$ cat config.mk
export PLATFORM = sky130hd
export DESIGN_NAME = vblank_update_arbiter
export DESIGN_NICKNAME = d
export VERILOG_FILES = /design/src/rtl/vblank_update_arbiter.sv
export SDC_FILE = /design/constraint.sdc
export NUM_CORES = 1
export LEC_CHECK = 0
export ABC_AREA = 1
export BUFFER_PORTS_ARGS = -buffer_cell sky130_fd_sc_hd__buf_4
export CORE_MARGIN = 4
export CORE_UTILIZATION = 50
export CTS_BUF_LIST = sky130_fd_sc_hd__clkbuf_4
export DETAILED_ROUTE_END_ITERATION = 6
export GPL_TIMING_DRIVEN = 0
export PLACE_DENSITY = 0.75
export SETUP_SLACK_MARGIN = 0.15
export SLEW_MARGIN = 10
export SYNTH_ARGS = -nofsm -noshare
export SYNTH_HDL_FRONTEND = slang
export SYNTH_SLANG_ARGS = --single-unit
$ cat constraint.sdc
create_clock -name clk -period 4.6 [get_ports clk]
set_input_delay 0 -clock clk [delete_from_list [all_inputs] [get_ports clk]]
set_output_delay 0 -clock clk [all_outputs]
set_load 0.03 [all_outputs]
$ cat src/rtl/vblank_update_arbiter.sv
// Vblank update arbiter: round-robin access to the shared game-state write port, granted
// only inside a fixed window that opens on every vsync rise.
module vblank_update_arbiter #(
  parameter int unsigned N_REQ         = 4,
  parameter int unsigned WINDOW_CYCLES = 59000,
  parameter int unsigned MAX_HOLD      = 4096,
  parameter int unsigned MIN_SLOT      = 64,
  localparam int unsigned IdW          = $clog2(N_REQ),
  localparam int unsigned WinW         = $clog2(WINDOW_CYCLES + 1),
  localparam int unsigned HoldW        = $clog2(MAX_HOLD + 1)
) (
  input  logic             clk,
  input  logic             rst,
  input  logic             vsync,
  input  logic [N_REQ-1:0] req,
  input  logic             clr_err,
  output logic [N_REQ-1:0] grant,
  output logic [IdW-1:0]   gnt_id,
  output logic             win_active,
  output logic             frame_tick,
  output logic [15:0]      frame_cnt,
  output logic             err_hold,
  output logic             err_overlap
);

  typedef enum logic [1:0] {StIdle, StArb, StGrant} state_e;

  state_e            state;
  logic              vsync_d;
  logic [WinW-1:0]   win_cnt;
  logic [HoldW-1:0]  hold_cnt;
  logic [IdW-1:0]    rr;

  logic              vs_rise;
  logic              hold_lim;
  logic              force_rel;
  logic              pick_vld;
  logic [IdW-1:0]    pick;
  logic [IdW-1:0]    cand;

  assign vs_rise   = vsync & ~vsync_d;
  assign hold_lim  = (32'(hold_cnt) == MAX_HOLD - 1);
  // Forced (error) release only when the owner still wants the port.
  assign force_rel = (state == StGrant) & req[gnt_id] & (hold_lim | (win_cnt == '0));

  // Round-robin scan starting just after the most recent grantee.
  always_comb begin
    pick     = rr;
    pick_vld = 1'b0;
    cand     = rr;
    for (int unsigned k = 1; k <= N_REQ; k++) begin
      cand = IdW'((32'(rr) + k) % N_REQ);
      if (!pick_vld && req[cand]) begin
        pick     = cand;
        pick_vld = 1'b1;
      end
    end
  end

  always_ff @(posedge clk or posedge rst) begin
    if (rst) begin
      state       <= StIdle;
      vsync_d     <= 1'b0;
      win_cnt     <= '0;
      hold_cnt    <= '0;
      rr          <= IdW'(N_REQ - 1);
      grant       <= '0;
      gnt_id      <= '0;
      win_active  <= 1'b0;
      frame_tick  <= 1'b0;
      frame_cnt   <= '0;
      err_hold    <= 1'b0;
      err_overlap <= 1'b0;
    end else begin
      vsync_d     <= vsync;
      frame_tick  <= vs_rise;
      err_hold    <= (err_hold & ~clr_err) | (force_rel & ~vs_rise);
      err_overlap <= (err_overlap & ~clr_err) | (vs_rise & (state != StIdle));

      if (state != StIdle && win_cnt != '0) begin
        win_cnt <= win_cnt - WinW'(1);
      end

      if (vs_rise) begin
        // A new frame always restarts the window, even if the old one is still open.
        frame_cnt  <= frame_cnt + 16'd1;
        win_cnt    <= WinW'(WINDOW_CYCLES);
        win_active <= 1'b1;
        grant      <= '0;
        state      <= StArb;
      end else begin
        unique case (state)
          StIdle: begin
            grant <= '0;
          end
          StArb: begin
            if (32'(win_cnt) < MIN_SLOT) begin
              state      <= StIdle;
              win_active <= 1'b0;
            end else if (pick_vld) begin
              grant    <= N_REQ'(1) << pick;
              gnt_id   <= pick;
              rr       <= pick;
              hold_cnt <= '0;
              state    <= StGrant;
            end
          end
          StGrant: begin
            hold_cnt <= hold_cnt + HoldW'(1);
            if (!req[gnt_id] || hold_lim || win_cnt == '0) begin
              grant <= '0;
              state <= StArb;
            end
          end
          default: begin
            grant      <= '0;
            win_active <= 1'b0;
            state      <= StIdle;
          end
        endcase
      end
    end
  end

endmodule

=== Word level (Yosys, flattened, before mapping) ===
Index checks and enable logic that the tools add are counted.

* Register bits: 60
* Word-level logic and storage cells: 110

* Muxes and demuxes: 36
* Bitwise gates (word level): 14
* $lt $le $gt $ge: 6
* Shift-type cells: 1
* Eq/ne operators: 12
* Add/sub/neg operators: 7
* Reduce and logical (&&, ||, !) cells: 22

{| class="wikitable"
|+ Operator list
! kind !! count
|-
| 16-bit two-way mux || 2
|-
| 13-bit two-way mux || 2
|-
| 13-bit one-hot mux with 2 select lines || 1
|-
| 16-bit by 1-bit adder with 16-bit output, second input constant || 1
|-
| 16-bit logical NOT || 1
|-
| 16-bit by 7-bit < comparator with 1-bit output, second input constant || 1
|-
| 2-bit two-way mux || 8
|-
| 4-bit two-way mux || 4
|-
| 16-bit nonzero test || 1
|-
| 16-bit by 1-bit subtractor with 16-bit output, second input constant || 1
|-
| 2-bit by 3-bit < comparator with 1-bit output, second input constant || 5
|-
| 13-bit by 1-bit adder with 13-bit output, second input constant || 1
|-
| 13-bit by 12-bit == test with 1-bit output, second input constant || 1
|-
| 1-bit two-way mux || 11
|-
| 1-bit binary-select mux with 2-bit select || 5
|-
| 3-bit != test, second input constant || 3
|-
| 4-bit one-hot mux with 2 select lines || 1
|-
| 4-bit AND reduction || 2
|-
| 1-bit AND || 7
|-
| 2-bit != test, second input constant || 3
|-
| 2-bit one-hot mux with 3 select lines || 1
|-
| 3-bit AND reduction || 2
|-
| 2-bit nonzero test || 3
|-
| 2-bit by 1-bit adder with 2-bit output, second input constant || 2
|-
| 16 further kinds || 29
|}

=== Logic depth before layout (Yosys ltp) ===
Gate-level depths: netlist (run 1).

* Word-level depth: 18
* Gate-level depth with buffers: 14
* Gate-level depth less buffers: 13

=== Worst setup path after synthesis (run 1) ===
OpenSTA, ideal clock, no wires.

* Path kind: flip-flop to flip-flop
* Start point: reg rr[0]
* End point: reg hold_cnt[3]
* Arrival time: 1.579 ns
* Data required time: 4.479 ns
* Setup slack: 2.900 ns
* Cell stages (with the launch flop): 14
* Path buffers: 2
* Cells stage by stage: dfstp_2 buf_4 inv_4 nand2_1 nand2_2 nand2_4 nand2_4 nor2_8 nand3_2 nand2_4 nand2_4 inv_4 buf_8 o21ai_1

* Word-level cells in the longest chain between the ends: 15
* Elaborated cells on any way between the ends: 24
* Classes of those cells: add/sub: 4; eq/ne: 1; mux: 12; reduce/logical: 7

{| class="wikitable"
|+ RTL lines
! item !! line !! RTL
|-
| start, declared || 32 || <nowiki>logic [IdW-1:0] rr;</nowiki>
|-
| start signal, assigned || 66 || <nowiki>rr <= IdW'(N_REQ - 1);</nowiki>
|-
| start signal, assigned || 103 || <nowiki>rr <= pick;</nowiki>
|-
| 2-bit by 1-bit adder with 2-bit output || 52 || <nowiki>cand = IdW'((32'(rr) + k) % N_REQ);</nowiki>
|-
| 1-bit binary-select mux with 2-bit select || 53 || <nowiki>if (!pick_vld && req[cand]) begin</nowiki>
|-
| 1-bit two-way mux (not written as such) || 53 ||
|-
| 1-bit two-way mux || 53 ||
|-
| 1-bit logical NOT || 53 ||
|-
| 1-bit logical AND || 53 ||
|-
| 1-bit two-way mux || 53 ||
|-
| 1-bit logical NOT || 53 ||
|-
| 1-bit logical AND || 53 ||
|-
| 1-bit two-way mux || 53 ||
|-
| 1-bit logical NOT || 53 ||
|-
| 1-bit logical AND || 53 ||
|-
| 1-bit two-way mux * || 53 ||
|-
| 2-bit != test (no line) * || -- ||
|-
| 4-bit AND reduction (no line) * || -- ||
|-
| end signal, assigned || 109 || <nowiki>hold_cnt <= hold_cnt + HoldW'(1);</nowiki>
|-
| end, declared || 31 || <nowiki>logic [HoldW-1:0] hold_cnt;</nowiki>
|}

Every way passes the cells marked *; elsewhere a longest branch is shown, timed or not. The select of a mux whose other input is x is not followed.
A chain may end at the register's enable or synchronous reset.

=== Worst setup path after layout (run 1) ===
* Start point: reg state[0]
* End point: reg grant[1]

* Word-level cells in the longest chain between the ends: 3
* Elaborated cells on any way between the ends: 8
* Classes of those cells: eq/ne: 5; mux: 2; reduce/logical: 1

{| class="wikitable"
|+ RTL lines
! item !! line !! RTL
|-
| start, declared || 28 || <nowiki>state_e state;</nowiki>
|-
| start signal, assigned || 62 || <nowiki>state <= StIdle;</nowiki>
|-
| start signal, assigned || 90 || <nowiki>state <= StArb;</nowiki>
|-
| start signal, assigned || 98 || <nowiki>state <= StIdle;</nowiki>
|-
| 2-bit by 1-bit == test with 1-bit output / 2-bit == test (equally long branches) || 92 || <nowiki>unique case (state)</nowiki>
|-
| 3-bit != test (no line) (tied with other cells) || -- ||
|-
| 3-bit AND reduction (no line) / 4-bit two-way mux (equally long branches) || -- ||
|-
| end signal, assigned || 101 || <nowiki>grant <= N_REQ'(1) << pick;</nowiki>
|-
| end, declared || 17 || <nowiki>output logic [N_REQ-1:0] grant,</nowiki>
|}

Several ways; a longest one is shown, not always the timed one.

==> results of run 1 <==
## state kept, by name, indices dropped and copies added, names as in the netlist
name / count
frame_tick: 1
win_active: 1
frame_cnt: 16
err_hold: 1
win_cnt: 16
hold_cnt: 13
rr: 2
err_overlap: 1
state: 2
gnt_id: 2
vsync_d: 1
grant: 4
## power by group through the flow
stage          sequential (mW)  clock, mW  combinational (mW)
2_1_floorplan            0.860          0               0.715
3_3_place_gp             0.778          0                1.03
3_5_place_dp             0.781          0                1.07
4_1_cts                  0.773      0.388                1.07
5_1_grt                  0.792      0.412                1.18
6_report                 0.773      0.376                1.06
## kinds of logic after synthesis
group | Yosys count | share of synthesized area, %
simple gates | 256 | 33.0
fa+ha+maj | 7 | 2.51
flops | 60 | 43.0
compound gates | 46 | 6.95
xor+xnor | 29 | 7.27
buf+inv | 59 | 7.20
## critical path, stage by stage (launching register included)
cell      delay (ns)
dfrtp_1         0.42
inv_1           0.10
ha_1            0.14
clkbuf_1        0.33
nand2_1         0.14
a21oi_1         0.23
nand3_1         0.26
nand2_1         0.22
nand2_1         0.06
o21ai_1         0.07
## layout make-up
cell class                      instances  share of cell area [%]
Buffer                                  8                    1.36
Sequential cell                        60                    37.1
Multi-Input combinational cell        338                    42.9
Clock inverter                          7                    1.88
Tap cell                               96                    2.96
Clock buffer                            9                    1.67
Inverter                               51                    4.84
Timing Repair Buffer                   37                    7.34
## path summary, 6_finish.rpt
kind / start / endpoint / slack (ns)
setup / recovery: state[0]$_DFFE_PP0P_ / grant[1]$_DFFE_PP0P_ / 2.56
hold / removal: rst / frame_cnt[13]$_DFFE_PP0P_ / 0.18
setup reg to reg: state[0]$_DFFE_PP0P_ / grant[1]$_DFFE_PP0P_ / 2.56
hold reg to reg: frame_cnt[15]$_DFFE_PP0P_ / frame_cnt[15]$_DFFE_PP0P_ / 0.49
max in group asynchronous: rst / rr[1]$_DFFE_PP1P_ / 3.77
min in group clk: req[3] / grant[1]$_DFFE_PP0P_ / 0.19
## placed cells by master, fill, tap and decap left out, types with 4 or more instances in the layout
cell,netlist,final
dfrtp_1,58,58
nor2_1,49,49
nor3_1,8,8
buf_4,1,34
inv_1,46,45
nand3b_1,4,4
nand2_1,132,132
o21ai_0,11,11
xor2_1,20,20
nand3_1,32,32
nand2_4,5,5
xnor2_1,9,9
nand2_2,7,7
inv_2,3,4
nand4_1,11,11
a21oi_1,5,5
o21ai_1,25,25
ha_1,7,7
clkbuf_4,0,9
## layer usage
layer	up-vias	global-route usage [%]	wire, um
li1	1554	-	-
met1	1426	23.0	3310
met2	56	29.2	3430
met3	14	3.23	214
met4	0	7.41	139
met5	-	0	0
## repair_timing
action / 4_1_cts / 5_1_grt
hold buffers: 3 / 0
resized for setup: 0 / 0
endpoints found under the setup margin: 0 / 0
buffers inserted: 0 / 0
endpoints found under the hold margin: 26 / 0
==> run metrics, run 1 <==
NetSw 1.02 mW; FF+latch area 0.00150 mm2; crit-path max FO 9; share of layout cells above drive strength 1 16.1%; Placed Cells incl. Taps 587; DR vias 3050; post-synth top area cell dfrtp_1; RSZ-0062 raised after global routing false; Worst EP arrival 2.37 ns; GRT overflow 0; fin. max-slew vios 0; Overall Global Routing Usage 17.8%; Least-Margin Pin Slew 0.516 ns; RePlAce Congestion 0.900; Max Freq 0.490 GHz; port buffer count 33; largest net degree at the start of global routing 38; row count 30; total CTS buffers 9; setup slack after layout 2.56 ns; Clock Sinks 60; FF-to-FF path depth 9; Primary FF master, synth dfrtp_1; Distinct cells, synth 37; CORE AREA 0.00679 mm2; clock network power share 17.0%; Post-synth EDFFs 0; number of nets in the final layout 520; min Tclk post-route 2.04 ns; CP required 4.93 ns; Top Ports 34; Synth area leaders dfrtp_1 (42%), nand2_1 (14%), nor2_1 (5.3%), xor2_1 (5.0%), inv_1 (4.9%); Reg clk slew, reported paths 0.12 ns; area fraction of the dominant cell type after synthesis 41.5%; total power 2.21 mW; Post-Route WL 7.09 mm; Final Hold Viols 0; Starting Density 51.4%; routed len/inst 11.7 um; DP Area 0.00388 mm2; status complete, no violations; DRC errors left 0; TritonCTS clock tree yes; initial antenna violation count 0; CTS HTree Levels 3; Worst setup EP type register; filler instances 611; syn_area_per_cell 7.65 um2; clk_skew 0.0152 ns; top cells by count, synth nand2_1 (132), dfrtp_1 (58), nor2_1 (49); mapped cell area 0.00349 mm2; Die H 91.6 um; clk buf depth 2; first-pass GRT wire length 12.3 mm; Total Neg Setup Slack 0 ns; critical path class reg2reg; antenna-violating nets left 0; Area Overhead vs Synth 16.1%; VDD IR max 372 uV; Clock Latency Late Sink 0.40 ns; initial DRC count 91; Switching Fraction 46.2%; Static Leak 2.00 nW; PwrDens 546 mW/mm2; first drt pass iteration count 4; vias in the first global route 2867; fin util 59.7%; die extent in x 91.6 um; Post-synth ARST share 100%; root buf cell clkbuf_4; max-cap check violation count 0; Total Die Area 0.00839 mm2; Post-DP HPWL 5.37 mm; diode count 0; Yosys reg bits 60; Vias/cell 5.03; combinational share of power 48.1%; post-synthesis net count 472; sequential fraction of the synthesis area 43.0%; Flop pwr share 34.9%; Yosys warning count 0; multi-input gate area in the final layout 0.00174 mm2; P_int 1.19 mW; setup violators final 0; most frequent cell after synthesis nand2_1; startpoint types register; Period Utilization, post-route 44.3%; Hold Crit Class in2async; Hold WS 0.177 ns; Syn Inst Count 457; Finished Layout Cells 606; Setup WS pre-CTS 2.56 ns; Worst slew margin 65.5%; Design Area, Final 0.00406 mm2
Note: power is estimated with default switching activity, not from simulation.
==> inputs of run 2 (changes only) <==
- clock period: 4.6 -> 2 ns (I/O delays scaled with it)
==> run 2 against run 1 <==
Effect of this change: sequential cell count stayed put; first-iteration DRC count rose by 26%; global-route usage up 0.14 points; total power grew 150%; setup slack worse by 2.4 ns; critical endpoint is now hold_cnt[4]$_DFFE_PP0P_; largest cell class unchanged; largest power group unchanged.
==> run metrics, run 2 (synthesis results as in run 1) <==
PwrDens 1280 mW/mm2 (was 546 mW/mm2); antenna-violating nets left 0 (unchanged); Reg clk slew, reported paths 0.11 ns (was 0.12 ns); crit-path max FO 9 (unchanged); Static Leak 2.09 nW (was 2.00 nW); startpoint types register (unchanged); first drt pass iteration count 4 (unchanged); Hold WS 0.159 ns (was 0.177 ns); setup violators final 0 (unchanged); RePlAce Congestion 0.900 (unchanged); commonest cells after routing, fill and taps aside nand2_1 (124), dfrtp_1 (57), nor2_1 (46) (was nand2_1 (132), dfrtp_1 (58), nor2_1 (49)); Worst slew margin 65.4% (was 65.5%); status complete, no violations (unchanged); RSZ-0062 raised after global routing true (was false); CP required 2.30 ns (was 4.93 ns); Overall Global Routing Usage 17.9% (was 17.8%); CTS HTree Levels 3 (unchanged); total CTS buffers 9 (unchanged); Worst setup EP type register (unchanged); CORE AREA 0.00679 mm2 (unchanged); CP startpoint rr[0]$_DFFE_PP1P_ (was state[0]$_DFFE_PP0P_); Hold Startpoint req[3]; number of nets in the final layout 529 (was 520); die extent in x 91.6 um (unchanged); routed len/inst 12.1 um (was 11.7 um); startpoint of the worst-slack reg-to-reg timing path rr[0]$_DFFE_PP1P_ (was state[0]$_DFFE_PP0P_); Worst EP arrival 2.12 ns (was 2.37 ns); CP max stage cell dfstp_2 (was dfrtp_1); setup slack after layout 0.178 ns (was 2.56 ns); VDD IR max 887 uV (was 372 uV); Starting Density 51.4% (unchanged); Top Ports 34 (unchanged); FF-to-FF path depth 13 (was 9); fin util 62.9% (was 59.7%); fin. max-slew vios 0 (unchanged); Vias/cell 5.05 (was 5.03); DRC errors left 0 (unchanged); port buffer count 33 (unchanged); Max Freq 0.549 GHz (was 0.490 GHz); Area Overhead vs Synth 22.2% (was 16.1%); first-pass GRT wire length 12.4 mm (was 12.3 mm); Top Registers frame_cnt (16), win_cnt (16), hold_cnt (13) (unchanged); cell mode on critical path nand2_4 (was nand2_1); min Tclk post-route 1.82 ns (was 2.04 ns); share of layout cells above drive strength 1 21.0% (was 16.1%); row count 30 (unchanged); clk_skew 0.0166 ns (was 0.0152 ns); vias in the first global route 2887 (was 2867); Post-Route WL 7.47 mm (was 7.09 mm); DR vias 3107 (was 3050); Least-Margin Pin Slew 0.519 ns (was 0.516 ns); Final Hold Viols 0 (unchanged); commonest non-fill, non-tap cell in the layout nand2_1 (unchanged); largest net degree at the start of global routing 38 (unchanged); GRT overflow 0 (unchanged); CP max stage delay 0.54 ns (was 0.42 ns); Post-DP HPWL 5.37 mm (unchanged); diode count 0 (unchanged); max-cap check violation count 0 (unchanged); Clock Latency Late Sink 0.41 ns (was 0.40 ns); initial DRC count 115 (was 91); CP Cell Sequence buf_6, inv_8, nand2_4, nand2_4, nand2_4, nand2_4, nor2_8, nand3_4, nand2_4, nand2_4, inv_6, clkbuf_16, o21ai_1 (was inv_1, ha_1, clkbuf_1, nand2_1, a21oi_1, nand3_1, nand2_1, nand2_1, o21ai_1); critical path class reg2reg (unchanged); TritonCTS clock tree yes (unchanged); initial antenna violation count 0 (unchanged); Total Neg Setup Slack 0 ns (unchanged); Period Utilization, post-route 91.1% (was 44.3%); Total Die Area 0.00839 mm2 (unchanged); Setup WS pre-CTS -0.0398 ns (was 2.56 ns); clk buf depth 2 (unchanged); Die H 91.6 um (unchanged); Hold Crit Class in2reg (was in2async); Clock Sinks 60 (unchanged); worst hold path stage count 6; root buf cell clkbuf_4 (unchanged)
## run 2: changes by cell type in the layout (fill, tap and decap cells not counted), moves of 2 or more
cell / delta
o21ai_0: -2
buf_4: +6
nand2_1: -8
buf_6: +2
nor2_2: +2
nand3_1: -2
nor2_1: -3
inv_4: -2
nand2_4: +7
nand3_4: +2
## run 2: metrics by stage
step           cell area [um2]  cells  total power [mW]
4_1_cts                   4090    608              5.19
2_1_floorplan             3490    457              3.62
3_5_place_dp              3880    587              4.25
3_3_place_gp              3860    586              4.17
6_report                  4270    615              5.48
5_1_grt                   4270    615              5.89
## run 2: routing by layer
metal	global-route usage (%)	vias to the layer above	part of all wire [%]
met2	29.9	41	50
met4	6.66	0	1.5
met5	0	-	0
met1	23.1	1483	46
li1	-	1571	-
met3	3.23	12	2.3
## run 2: repair_timing
action / 4_1_cts / 5_1_grt
cloned: 0 / 1
pin swaps: 1 / 11
resized for setup: 5 / 31
endpoints found under the hold margin: 26 / 0
setup buffers: 2 / 6
endpoints found under the setup margin: 19 / 39
hold buffers: 3 / 0
## run 2: path summary, 6_finish.rpt
check,slack [ns],endpoint
worst max-delay path,0.18,hold_cnt[4]$_DFFE_PP0P_
worst min-delay path,0.16,grant[1]$_DFFE_PP0P_
worst max register to register,0.18,hold_cnt[4]$_DFFE_PP0P_
worst min register to register,0.49,frame_cnt[15]$_DFFE_PP0P_
max in group asynchronous,1.17,rr[1]$_DFFE_PP1P_
min in group asynchronous,0.17,frame_cnt[13]$_DFFE_PP0P_
## run 2: worst max-delay path, delay by kind of cell, from the launching register on
family                 cells  cell delay [ns]
and+or+nand+nor            8             0.67
DFF                        1             0.54
buffers and inverters      4             0.43
AOI/OAI and AO/OA          1             0.05
## run 2: power breakdown
group | internal (mW) | switching (mW)
combinational | 1.03 | 1.80
sequential | 1.51 | 0.266
clock | 0.386 | 0.481
## run 2: cell type report
| type | instances | area [um2] |
|---|---|---|
| sequential | 60 | 1510 |
| clock inverter | 7 | 76.3 |
| tap | 96 | 120 |
| buffer | 8 | 60.1 |
| clock buffer | 9 | 67.6 |
| fill | 584 | 2520 |
| multi-input combinational | 338 | 1850 |
| timing repair buffer | 46 | 387 |
| inverter | 51 | 204 |
==> inputs of run 3 (changes only) <==
--- a/config.mk
+++ b/config.mk
@@ -7,3 +7,2 @@
 export LEC_CHECK = 0
-export ABC_AREA = 1
 export BUFFER_PORTS_ARGS = -buffer_cell sky130_fd_sc_hd__buf_4
@@ -14,3 +13,4 @@
 export GPL_TIMING_DRIVEN = 0
-export PLACE_DENSITY = 0.75
+export HOLD_SLACK_MARGIN = 0.05
+export PLACE_DENSITY = 0.76
 export SETUP_SLACK_MARGIN = 0.15
--- a/constraint.sdc
+++ b/constraint.sdc
@@ -3,2 +3,2 @@
 set_output_delay 0 -clock clk [all_outputs]
-set_load 0.03 [all_outputs]
+set_load 0.05 [all_outputs]
==> run 3 against run 2 <==
Effect of this change: global-route usage grew 0.89 points; design area shrank 2.3%; clock power shrank 22%; via count shrank 13%; maximum frequency shrank 2.9%; combinational power shrank 24%; setup slack lost 0.055 ns; critical path depth shrank 7.
==> run metrics, run 3 <==
Max Freq 0.533 GHz (was 0.549 GHz); port buffer count 33 (unchanged); initial antenna violation count 0 (unchanged); CORE AREA 0.00599 mm2 (was 0.00679 mm2); Placed Cells incl. Taps 416 (was 587); max-cap check violation count 0 (unchanged); root buf cell clkbuf_4 (unchanged); Synth Area in Compound Gates 11.6% (was 6.95%); crit-path max FO 7 (was 9); largest family of logic cells by synthesized area simple AND/OR/NAND/NOR gates (unchanged); Post-DP HPWL 4.48 mm (was 5.37 mm); sequential fraction of the synthesis area 48.4% (was 43.0%); Total Neg Setup Slack 0 ns (unchanged); clk buf depth 2 (unchanged); critical path class reg2reg (unchanged); Starting Density 51.9% (was 51.4%); Post-synth ARST share 100% (unchanged); Post-Route WL 7.36 mm (was 7.47 mm); CP max stage cell or4_1 (was dfstp_2); Synth Area in Simple Gates 25.5% (was 33.0%); post-synth top area cell dfrtp_1 (unchanged); Clock Sinks 60 (unchanged); Hold Crit Class in2reg (unchanged); filler instances 414 (was 584); mapped cell area 0.00311 mm2 (was 0.00349 mm2); post-synthesis mux area share 1.05% (was 0%); Critical path buffers and inverters 1 (was 4); commonest non-fill, non-tap cell in the layout buf_4 (was nand2_1); Finished Layout Cells 474 (was 615); Final Hold Viols 0 (unchanged); area fraction of the dominant cell type after synthesis 46.7% (was 41.5%); Least-Margin Pin Slew 0.621 ns (was 0.519 ns); clk_skew 0.0174 ns (was 0.0166 ns); Post-Synth Adder-Cell Area 2.82% (was 2.51%); row count 28 (was 30); Period Utilization, post-route 93.9% (was 91.1%); syn_area_per_cell 10.1 um2 (was 7.65 um2); status complete, no violations (unchanged); antenna-violating nets left 0 (unchanged); Hold WS 0.152 ns (was 0.159 ns); Post-synth EDFFs 0 (unchanged); die extent in x 86.9 um (was 91.6 um); Clock Latency Late Sink 0.42 ns (was 0.41 ns); Reg clk slew, reported paths 0.11 ns (about the same); number of nets in the final layout 409 (was 529); Overall Global Routing Usage 18.8% (was 17.9%); VDD IR max 862 uV (was 887 uV); Worst setup EP type register (unchanged); PwrDens 1080 mW/mm2 (was 1280 mW/mm2); post-synthesis net count 322 (was 472); Vias/cell 5.69 (was 5.05); diode count 0 (unchanged); multi-input gate area in the final layout 0.00173 mm2 (was 0.00185 mm2); RSZ-0062 raised after global routing true (unchanged); Primary FF master, synth dfrtp_1 (unchanged); Top Registers frame_cnt (16), win_cnt (16), hold_cnt (13) (unchanged); DP Area 0.00347 mm2 (was 0.00388 mm2); first drt pass iteration count 5 (was 4); routed len/inst 15.5 um (was 12.1 um); RePlAce Congestion 0.805 (was 0.900); Synth Area in XOR/XNOR 7.88% (was 7.27%); FF+latch area 0.00152 mm2 (was 0.00151 mm2); DRC errors left 0 (unchanged); Top Ports 34 (unchanged); Die H 86.9 um (was 91.6 um); Syn Inst Count 307 (was 457); Synth area leaders dfrtp_1 (47%), nand2_1 (4.7%), xnor2_1 (3.9%), xor2_1 (3.9%), nand3_1 (3.1%) (was dfrtp_1 (42%), nand2_1 (14%), nor2_1 (5.3%), xor2_1 (5.0%), inv_1 (4.9%)); largest net degree at the start of global routing 37 (was 38); first-pass GRT wire length 11.3 mm (was 12.4 mm); Total Die Area 0.00755 mm2 (was 0.00839 mm2); Static Leak 1.77 nW (was 2.09 nW); CP Cell Sequence inv_2, ha_2, and4b_1, nand3_1, or4_1, a21oi_1 (was buf_6, inv_8, nand2_4, nand2_4, nand2_4, nand2_4, nor2_8, nand3_4, nand2_4, nand2_4, inv_6, clkbuf_16, o21ai_1); Distinct cells, synth 55 (was 37); CP max stage delay 0.43 ns (was 0.54 ns); Area Overhead vs Synth 34.2% (was 22.2%); DR vias 2697 (was 3107); CTS HTree Levels 3 (unchanged); fin. max-slew vios 0 (unchanged); Crit path max-delay family simple AND/OR/NAND/NOR gates (unchanged); Worst EP arrival 2.22 ns (was 2.12 ns); share of layout cells above drive strength 1 36.6% (was 21.0%); startpoint types register (unchanged); GRT overflow 0 (unchanged); most frequent cell after synthesis dfrtp_1 (was nand2_1); initial DRC count 160 (was 115); Worst slew margin 58.2% (was 65.4%); Yosys reg bits 60 (unchanged); total CTS buffers 9 (unchanged); Design Area, Final 0.00417 mm2 (was 0.00427 mm2); total power 4.49 mW (was 5.48 mW); TritonCTS clock tree yes (unchanged); commonest cells after routing, fill and taps aside buf_4 (67), dfrtp_1 (48), nand2_1 (39) (was nand2_1 (124), dfrtp_1 (57), nor2_1 (46)); vias in the first global route 2424 (was 2887); Yosys warning count 0 (unchanged); min Tclk post-route 1.88 ns (was 1.82 ns); top cells by count, synth dfrtp_1 (58), nand2_1 (39), nor2_1 (24) (was nand2_1 (132), dfrtp_1 (58), nor2_1 (49)); setup violators final 0 (unchanged); CP required 2.34 ns (was 2.30 ns)
run 3: repair_timing:
action / CTS / global route
hold endpoints to repair: 27 / 0
gates resized for setup: 21 / 50
buffers inserted: 10 / 26
hold buffers: 3 / 0
gates cloned: 0 / 3
endpoints found under the setup margin: 33 / 34
pin swaps: 7 / 21
run 3: area by class of cell:
type                            count  share of cell area [%]
Multi-Input combinational cell    229                    41.5
Sequential cell                    60                    36.3
Timing Repair Buffer               76                    14.8
Tap cell                           75                    2.25
Buffer                              7                    1.71
Clock buffer                        9                    1.62
Inverter                           11                   0.990
Clock inverter                      7                   0.810
run 3: final timing paths:
kind,startpoint,to,slack (ns),cells after the start
worst max-delay path,state[0]$_DFFE_PP0P_,win_cnt[12]$_DFFE_PP0P_,0.12,6
worst min-delay path,req[1],grant[2]$_DFFE_PP0P_,0.15,4
worst max register to register,state[0]$_DFFE_PP0P_,win_cnt[12]$_DFFE_PP0P_,0.12,6
worst min register to register,frame_cnt[15]$_DFFE_PP0P_,frame_cnt[15]$_DFFE_PP0P_,0.49,1
max in group asynchronous,rst,win_cnt[13]$_DFFE_PP0P_,1.22,4
min in group asynchronous,rst,err_overlap$_DFF_PP0_,0.19,3
run 3: where the power goes:
group	total (mW)	switching, mW	internal, mW	leakage [nW]
clock network	0.677	0.441	0.236	0.0580
logic	2.16	1.21	0.942	0.965
registers	1.66	0.221	1.44	0.747
run 3: metal layers:
metal / vias up / GRT usage [%] / wire length [um]
li1: 1280 / - / -
met1: 1313 / 23.6 / 3010
met2: 85 / 31.0 / 3850
met3: 19 / 6.05 / 382
met4: 0 / 5.67 / 118
met5: - / 0 / 0
run 3: cells by family after synthesis:
family          Yosys count
xor+xnor                 28
flops                    60
buf+inv                  18
fa+ha+maj                 7
simple gates            141
compound gates           51
mux                       2
run 3: through the flow:
stage	util, %	setup WS, ns
finish	69.7	0.123
global placement	57.6	-0.396
detailed placement	58.0	-0.102
CTS	62.5	0.150
global route	69.7	0.0407
floorplan	-	0.151
run 3: tightest hold or removal path, cell delays in order:
cell and delay [ns]:
buf_4 0.11, a21o_1 0.11, a221o_1 0.22, o31ai_1 0.08
